--- config.mk ---
export PLATFORM = sky130hd
export DESIGN_NAME = ttm_alu_serial
export DESIGN_NICKNAME = d
export VERILOG_FILES = /design/src/rtl/ttm_alu_serial.sv
export SDC_FILE = /design/constraint.sdc
export NUM_CORES = 1
export LEC_CHECK = 0
export ABC_AREA = 1
export CAP_MARGIN = 25
export CORE_MARGIN = 1
export CORE_UTILIZATION = 53
export CTS_CLUSTER_DIAMETER = 80
export DETAILED_ROUTE_END_ITERATION = 10
export PLACE_DENSITY_LB_ADDON = 0.05
export SETUP_SLACK_MARGIN = 0.5
export SYNTH_ARGS = -nofsm -noshare
export SYNTH_HDL_FRONTEND = slang
export SYNTH_SLANG_ARGS = --single-unit
--- constraint.sdc ---
create_clock -name CLK -period 3.18 [get_ports CLK]
set_input_delay 0.795 -clock CLK [delete_from_list [all_inputs] [get_ports CLK]]
set_output_delay 0.795 -clock CLK [all_outputs]
set_load 0.05 [all_outputs]
--- src/rtl/ttm_alu_serial.sv ---
// Slice-serial TTM ALU: WIDTH-bit operation processed SLICE bits per clock, LSB slice first.
// Optional signed-overflow flag V_FLAG is built only when TTM_ALU_OVF_EN is defined.
module ttm_alu_serial #(
    parameter int unsigned WIDTH = 16,
    parameter int unsigned SLICE = 4
) (
    input  logic             CLK,
    input  logic             RST,
    input  logic             START,
    input  logic [2:0]       OP,
    input  logic [WIDTH-1:0] X,
    input  logic [WIDTH-1:0] Y,
    output logic             BUSY,
    output logic             DONE,
    output logic [WIDTH-1:0] RESULT,
    output logic             Z_FLAG,
    output logic             C_FLAG
`ifdef TTM_ALU_OVF_EN
    ,
    output logic             V_FLAG
`endif
);

    localparam int unsigned N  = WIDTH / SLICE;
    localparam int unsigned KW = (N > 1) ? $clog2(N) : 1;

    typedef enum logic [1:0] {IDLE, RUN, DONE_ST} state_e;
    typedef enum logic [2:0] {
        OP_ADD   = 3'd0,
        OP_ADC   = 3'd1,
        OP_SUB   = 3'd2,
        OP_AND   = 3'd3,
        OP_OR    = 3'd4,
        OP_XOR   = 3'd5,
        OP_PASSY = 3'd6,
        OP_PASSX = 3'd7
    } op_e;

    state_e           state;
    op_e              op_r;
    logic [WIDTH-1:0] x_sr;
    logic [WIDTH-1:0] y_sr;
    logic [WIDTH-1:0] res_sr;
    logic [KW-1:0]    k;
    logic             carry;
    logic             zero_acc;

    logic [SLICE-1:0]       a;
    logic [SLICE-1:0]       b_raw;
    logic [SLICE-1:0]       b;
    logic [SLICE:0]         sum;
    logic [SLICE-1:0]       slice_res;
    logic [WIDTH+SLICE-1:0] cat;
    logic [WIDTH-1:0]       res_next;
    logic                   is_arith;
    logic                   last;
    logic                   slice_zero;

    always_comb begin
        a          = x_sr[SLICE-1:0];
        b_raw      = y_sr[SLICE-1:0];
        b          = (op_r == OP_SUB) ? ~b_raw : b_raw;
        sum        = {1'b0, a} + {1'b0, b} + {{SLICE{1'b0}}, carry};
        slice_res  = '0;
        case (op_r)
            OP_ADD, OP_ADC, OP_SUB: slice_res = sum[SLICE-1:0];
            OP_AND:                 slice_res = a & b_raw;
            OP_OR:                  slice_res = a | b_raw;
            OP_XOR:                 slice_res = a ^ b_raw;
            OP_PASSY:               slice_res = b_raw;
            OP_PASSX:               slice_res = a;
            default:                slice_res = '0;
        endcase
        // New slice enters at the top so the LSB slice ends at bit 0 after N shifts.
        cat        = {slice_res, res_sr};
        res_next   = WIDTH'(cat >> SLICE);
        is_arith   = (op_r == OP_ADD) || (op_r == OP_ADC) || (op_r == OP_SUB);
        last       = (k == KW'(N - 1));
        slice_zero = (slice_res == '0);
    end

`ifdef TTM_ALU_OVF_EN
    logic v_next;
    // Carry into the word MSB is recovered from the sum bit of the top slice position.
    assign v_next = sum[SLICE] ^ (a[SLICE-1] ^ b[SLICE-1] ^ sum[SLICE-1]);
`endif

    always_ff @(posedge CLK or negedge RST) begin
        if (!RST) begin
            state    <= IDLE;
            op_r     <= OP_ADD;
            x_sr     <= '0;
            y_sr     <= '0;
            res_sr   <= '0;
            k        <= '0;
            carry    <= 1'b0;
            zero_acc <= 1'b0;
            BUSY     <= 1'b0;
            DONE     <= 1'b0;
            RESULT   <= '0;
            Z_FLAG   <= 1'b0;
            C_FLAG   <= 1'b0;
`ifdef TTM_ALU_OVF_EN
            V_FLAG   <= 1'b0;
`endif
        end else begin
            case (state)
                IDLE, DONE_ST: begin
                    DONE <= 1'b0;
                    if (START) begin
                        x_sr     <= X;
                        y_sr     <= Y;
                        op_r     <= op_e'(OP);
                        carry    <= (op_e'(OP) == OP_ADC) ? C_FLAG : (op_e'(OP) == OP_SUB);
                        zero_acc <= 1'b1;
                        k        <= '0;
                        BUSY     <= 1'b1;
                        state    <= RUN;
                    end else begin
                        state <= IDLE;
                    end
                end
                RUN: begin
                    x_sr     <= x_sr >> SLICE;
                    y_sr     <= y_sr >> SLICE;
                    res_sr   <= res_next;
                    carry    <= sum[SLICE];
                    zero_acc <= zero_acc & slice_zero;
                    k        <= k + 1'b1;
                    if (last) begin
                        state  <= DONE_ST;
                        BUSY   <= 1'b0;
                        DONE   <= 1'b1;
                        RESULT <= res_next;
                        Z_FLAG <= zero_acc & slice_zero;
                        if (is_arith) begin
                            C_FLAG <= sum[SLICE];
`ifdef TTM_ALU_OVF_EN
                            V_FLAG <= v_next;
`endif
                        end
                    end
                end
                default: begin
                    state <= IDLE;
                    BUSY  <= 1'b0;
                    DONE  <= 1'b0;
                end
            endcase
        end
    end

endmodule

==> results_dict.tcl, run 1 <==
set metrics [dict create \
    numCtsBuffers 9 \
    viasPerCell 5.48 \
    clkPwrFrac_pct 14.0 \
    drv_cap 0 \
    postRouteAntennaNets 0 \
    ys_seq_area_share_pct 50.6 \
    path_depth 11 \
    yosysTopAreaCellShare_pct 50.6 \
    pre_cts_slack_ps 591 \
    grt_max_degree 37 \
    violations "DRC" \
    swShare_pct 47.5 \
    hp-class "in2async" \
    start_util_pct 55.4 \
    nets 489 \
    path_buf_inv 2 \
    r2r-end "zero_acc" \
    ys_top_cells_by_area "dfrtp_1 51%, nand2_1 7.3%, a221oi_1 5.2%, inv_1 5.2%, ha_1 4.6%" \
    post-cts-setup-buffers 0 \
    port_buffers 57 \
    hold_viol_final 0 \
    worstSetupEndpoint "zero_acc" \
    finClkSkew_ps 13.6 \
    routed_wl_microns 8080 \
    leakage_nw 2.02 \
    grt_pass1_wl_microns 13900 \
    final_max_slew_viol_count 0 \
    layout_common_cells "71 x dfrtp_1, 69 x nand2_1, 56 x clkdlybuf4s50_1" \
    p_sw_w 0.00243 \
    fin_setup_tns_ps 0 \
    arrival_ps 2740 \
    place.gp.congestion 0.862 \
    layout_setup_ws_ps 721 \
    tritoncts "built" \
    fin_crit_ps 2460 \
    clk_pin_slew_ps 80 \
    fp.dieH_microns 83.9 \
    antenna_found_initial 0 \
    num_rows 29 \
    powerDensity_nw_per_um2 1180 \
    finalSetupViolCount 0 \
    ir_drop_mv 0.725 \
    cp_slowest_cell "dfrtp_2" \
    drt_iter0_markers 126 \
    reg2reg_depth 11 \
    worst_slew_pin_slew_ps 517 \
    critPathTopFamily "adder cells" \
    p_int_w 0.00269 \
    netlist.top_cell.by_area "dfrtp_1" \
    yosys_register_bits 72 \
    synthDistinctLibCells 33 \
    synth-warning-count 0 \
    hpwl_microns 5750 \
    core_sq_um 6420 \
    post-route-period-util_pct 77.3 \
    syn_area_sq_um 3560 \
    cp_max_fo 10 \
    syn_to_final_growth_pct 22.3 \
    clock_path_buffers 2 \
    clock-sinks 72 \
    crit_chain "inv_1, nand3_2, xor2_1, fa_1, inv_1, fa_1, nand2_1, nand3_2, nor2_1, nand2_2, a21oi_2" \
    first_pass_iters 8 \
    die_w_microns 83.9 \
    grt_util_all_layers_pct 25.5 \
    cp_data_required_time_ps 3460 \
    drive_gt1_share_pct 10.9 \
    rsz0062_at_grt "false" \
    slowest_delay_ps 490 \
    grt_overflow 0 \
    placed_cell_area_sq_um 4150 \
    status "finished with violations" \
    critPathKind "reg2reg" \
    clockRootBuffer "clkbuf_8" \
    crit_start "op_r[0]" \
    final_common_cell "dfrtp_1" \
    drc 6 \
    grt_pass1_vias 2741 \
    max_freq_mhz 407 \
    drt-wirelength-per-cell_microns 15.6 \
    synth_fp_nets 436 \
    crit_path_start_kind "flip-flop" \
    final_area_sq_um 4350 \
    n_antenna_cell 0 \
    crit_path_end_kind "flip-flop" \
    clk_latency_ps 350 \
    io_pins 58 \
    syn_inst 383 \
    die-area_sq_um 7050 \
    reg2reg_slack_ps 720 \
    slew_headroom_pct 65.4 \
    htreeDepth 3 \
    vias 2840 \
    syn_area_per_cell_sq_um 9.29 \
    p_comb_share_pct 54.2 \
    seqPwrFrac_pct 31.8 \
    r2r_start "op_r[0]" \
]
==> synthesized netlist by cell type <==
master     n
nor2_1    10
dfrtp_1   72
buf_4      1
a221oi_2   3
a21oi_2    1
inv_1     49
nor2_2     3
nand3b_1   1
nand4_1   11
and2_1     1
o21ai_2    2
nor2_8     2
mux2_1     1
buf_2     12
a22o_1     1
fa_1       2
xor2_1     5
nand3_1   18
a21oi_1    5
nand3_2    1
nand2_2    4
ha_1      13
buf_6      4
clkbuf_1   4
nand2_1   69
o21ai_0   25
o21ai_1    9
nor3_1    24
o311ai_0   1
inv_4      1
inv_2      6
a221oi_1  21
o21bai_1   1
==> worst min path at each step <==
stage                     slack, ps         to  startpoint
final                           390    op_r[1]         RST
after global routing            420    x_sr[4]         RST
after CTS                       400    op_r[1]         RST
after detailed placement        460  RESULT[4]   RESULT[4]
after global placement          460  RESULT[2]   RESULT[2]
after floorplan                 450  RESULT[1]   res_sr[5]
==> sequential cells by signal, summed over array words and instances, names as in the netlist <==
| name | cells |
|---|---|
| BUSY | 1 |
| k | 2 |
| x_sr | 16 |
| op_r | 3 |
| state | 1 |
| carry | 1 |
| DONE | 1 |
| y_sr | 16 |
| zero_acc | 1 |
| C_FLAG | 1 |
| res_sr | 12 |
| Z_FLAG | 1 |
| RESULT | 16 |
==> power by group through the flow <==
| stage | clock network, W | registers [W] | logic [W] |
|---|---|---|---|
| floorplan | 0 | 0.00197 | 0.00173 |
| global placement | 0 | 0.00163 | 0.00272 |
| detailed placement | 0 | 0.00164 | 0.00277 |
| CTS | 0.000729 | 0.00162 | 0.00279 |
| global route | 0.000765 | 0.00168 | 0.00309 |
| finish | 0.000716 | 0.00162 | 0.00277 |
==> metrics by stage <==
stage | hold WS (ps) | util, % | std cells | total power, W
finish | 392 | 67.8 | 518 | 0.00511
global route | 416 | 67.8 | 518 | 0.00554
CTS | 402 | 67.7 | 518 | 0.00515
detailed placement | 462 | 64.6 | 502 | 0.00440
global placement | 455 | 64.6 | 502 | 0.00435
floorplan | 449 | - | 383 | 0.00370
==> repair_timing <==
item,4_1_cts,5_1_grt
resized for setup,0,2
hold buffers,0,0
endpoints found under the setup margin,0,4
==> area by class of cell <==
type                       instances  area [sq um]
tap                               77          96.3
inverter                          56           213
fill                             536          2070
clock buffer                       9           124
timing repair buffer              63           623
clock inverter                     7          71.3
sequential                        72          1800
multi-input combinational        234          1420
==> kinds of logic after synthesis <==
group	synth area share, %
flip-flops	50.6
XOR/XNOR	1.23
buffers and inverters	9.56
multiplexers	0.316
AO/OA/AOI/OAI	13.4
AND/OR/NAND/NOR	19.2
adder cells (fa/ha/maj)	5.70
==> routing by layer <==
metal / vias up / share of wire (%) / global-route usage (%)
li1: 1395 / - / -
met1: 1349 / 47 / 35.5
met2: 81 / 47 / 39.7
met3: 15 / 4.2 / 4.95
met4: 0 / 2.0 / 9.72
met5: - / 0 / 0
(Power assumes the default switching activity.)
==> run 2: changes to the inputs <==
--- a/config.mk
+++ b/config.mk
@@ -8,7 +8,7 @@
 export ABC_AREA = 1
 export CAP_MARGIN = 25
 export CORE_MARGIN = 1
-export CORE_UTILIZATION = 53
+export CORE_UTILIZATION = 48
 export CTS_CLUSTER_DIAMETER = 80
 export DETAILED_ROUTE_END_ITERATION = 10
 export PLACE_DENSITY_LB_ADDON = 0.05
==> constraint.sdc (replaced) <==
create_clock -name CLK -period 2.1 [get_ports CLK]
set_input_delay 0.525 -clock CLK [delete_from_list [all_inputs] [get_ports CLK]]
set_output_delay 0.525 -clock CLK [all_outputs]
set_load 0.05 [all_outputs]
==> results_dict.tcl, run 2 (synthesis gave the netlist of run 1 again) <==
set metrics [dict create \
    status "complete, no violations" \
    finalSetupViolCount 0 \
    port_buffers 57 \
    num_rows 31 \
    fp.dieH_microns 88.1 \
    antenna_found_initial 0 \
    rsz0062_at_grt "true" \
    start_util_pct 49.3 \
    drc 0 \
    finalNonFillerCells 554 \
    reg2reg_slack_ps 30 \
    final_max_slew_viol_count 0 \
    cp_data_required_time_ps 2380 \
    powerDensity_nw_per_um2 1850 \
    grt_max_degree 67 \
    grt.met1_usage_pct 31.8 \
    die-area_sq_um 7760 \
    postRouteAntennaNets 0 \
    grt_overflow 0 \
    top_usage_layer "met2" \
    crit_path_start_kind "flip-flop" \
    place_inst 533 \
    clock-sinks 72 \
    critPathKind "reg2reg" \
    r2r_start "op_r[0]" \
    die_w_microns 88.1 \
    layout_common_cells "71 x dfrtp_1, 67 x nand2_1, 46 x inv_1" \
    syn_to_final_growth_pct 28.3 \
    clk_latency_ps 350 \
    hold_viol_final 0 \
    arrival_ps 2350 \
    hold_ws_ps 103 \
    crit_path_end_kind "flip-flop" \
    post-route-period-util_pct 98.7 \
    fin_setup_tns_ps 0 \
    grt_pass1_vias 2690 \
    reg2reg_depth 11 \
    use_met2_pct 35.9 \
    grt_pass1_wl_microns 13200 \
    cts_hold_buf 0 \
    r2r-end "zero_acc" \
    clk_pin_slew_ps 90 \
    drt-wirelength-per-cell_microns 14.6 \
    finalPower_w 0.00844 \
    ir_drop_mv 0.710 \
    vias 2837 \
    final_common_cell "dfrtp_1" \
    cp_max_fo 3 \
    n_antenna_cell 0 \
    nets 503 \
    drive_gt1_share_pct 21.8 \
    core_sq_um 7210 \
    htreeDepth 3 \
    max_freq_mhz 483 \
    slew_headroom_pct 70.5 \
    finClkSkew_ps 9.98 \
    drt_iter0_markers 136 \
    routed_wl_microns 8070 \
    fin_crit_ps 2070 \
    viasPerCell 5.12 \
    leakage_nw 2.16 \
    grt_util_all_layers_pct 22.8 \
    first_pass_iters 4 \
    io_pins 58 \
    largestRegisters "RESULT: 16 flops, x_sr: 16 flops, y_sr: 16 flops" \
    tritoncts "built" \
    place.gp.congestion 0.840 \
    met3_usage_pct 3.86 \
    clockRootBuffer "clkbuf_8" \
    numCtsBuffers 9 \
    drv_cap 0 \
    clock_path_buffers 2 \
    hp-class "in2async" \
    worst_slew_pin_slew_ps 442 \
    postLayoutCoreUtil_pct 63.3 \
    hpwl_microns 5590 \
]
[run 2: area by class of cell]
class / count / area (sq um)
Clock inverter: 7 / 103
Multi-Input combinational cell: 234 / 1540
Tap cell: 99 / 124
Clock buffer: 9 / 124
Inverter: 56 / 220
Timing Repair Buffer: 77 / 654
Fill cell: 640 / 2650
Sequential cell: 72 / 1800
[run 2: worst max-delay path by stage]
stage / start / end / slack [ps] / depth (start not counted)
finish: op_r[0] / zero_acc / 30 / 11
global route: op_r[2] / zero_acc / -70 / 11
CTS: op_r[2] / zero_acc / 20 / 11
detailed placement: op_r[2] / zero_acc / 2 / 11
global placement: op_r[0] / zero_acc / 40 / 11
floorplan: op_r[0] / zero_acc / -40 / 12
[run 2: routing by layer]
layer	vias to the layer above	part of all wire, %
li1	1408	-
met1	1360	47
met2	62	48
met3	7	3.9
met4	0	1.0
met5	-	0
[run 2: what timing repair did]
item                                    in CTS  in global routing
endpoints found under the setup margin      39                 27
buffers inserted                             3                  2
pin swaps                                    4                  2
resized for setup                          105                 10
[run 2: through the flow]
stage               cell area, sq um  worst slack, ps
detailed placement              4290             1.86
CTS                             4510             17.4
floorplan                       3600            -44.4
global placement                4290             40.6
finish                          4570             28.3
global route                    4570            -66.6
[run 2: where the power goes]
| part | switching (W) | total, W | internal [W] |
|---|---|---|---|
| Combinational | 0.00300 | 0.00473 | 0.00173 |
| Sequential | 0.000373 | 0.00244 | 0.00207 |
| Clock | 0.000579 | 0.00126 | 0.000684 |
[run 2: worst max-delay path, stage by stage (launching register included)]
cell,delay (ps)
dfrtp_1,410
inv_4,70
nand3_4,80
xor2_2,150
fa_2,340
inv_2,80
fa_2,430
nand2_2,70
nand3_2,90
nor2_2,110
nand2_2,70
a21oi_2,110
==> run 3: changes to the inputs <==
--- a/config.mk
+++ b/config.mk
@@ -11,6 +11,7 @@
 export CORE_UTILIZATION = 48
 export CTS_CLUSTER_DIAMETER = 80
 export DETAILED_ROUTE_END_ITERATION = 10
+export HOLD_SLACK_MARGIN = 0.03
 export PLACE_DENSITY_LB_ADDON = 0.05
 export SETUP_SLACK_MARGIN = 0.5
 export SYNTH_ARGS = -nofsm -noshare
==> results of run 3 <==
Final layout, timing and power as in run 2 (identical DEF).
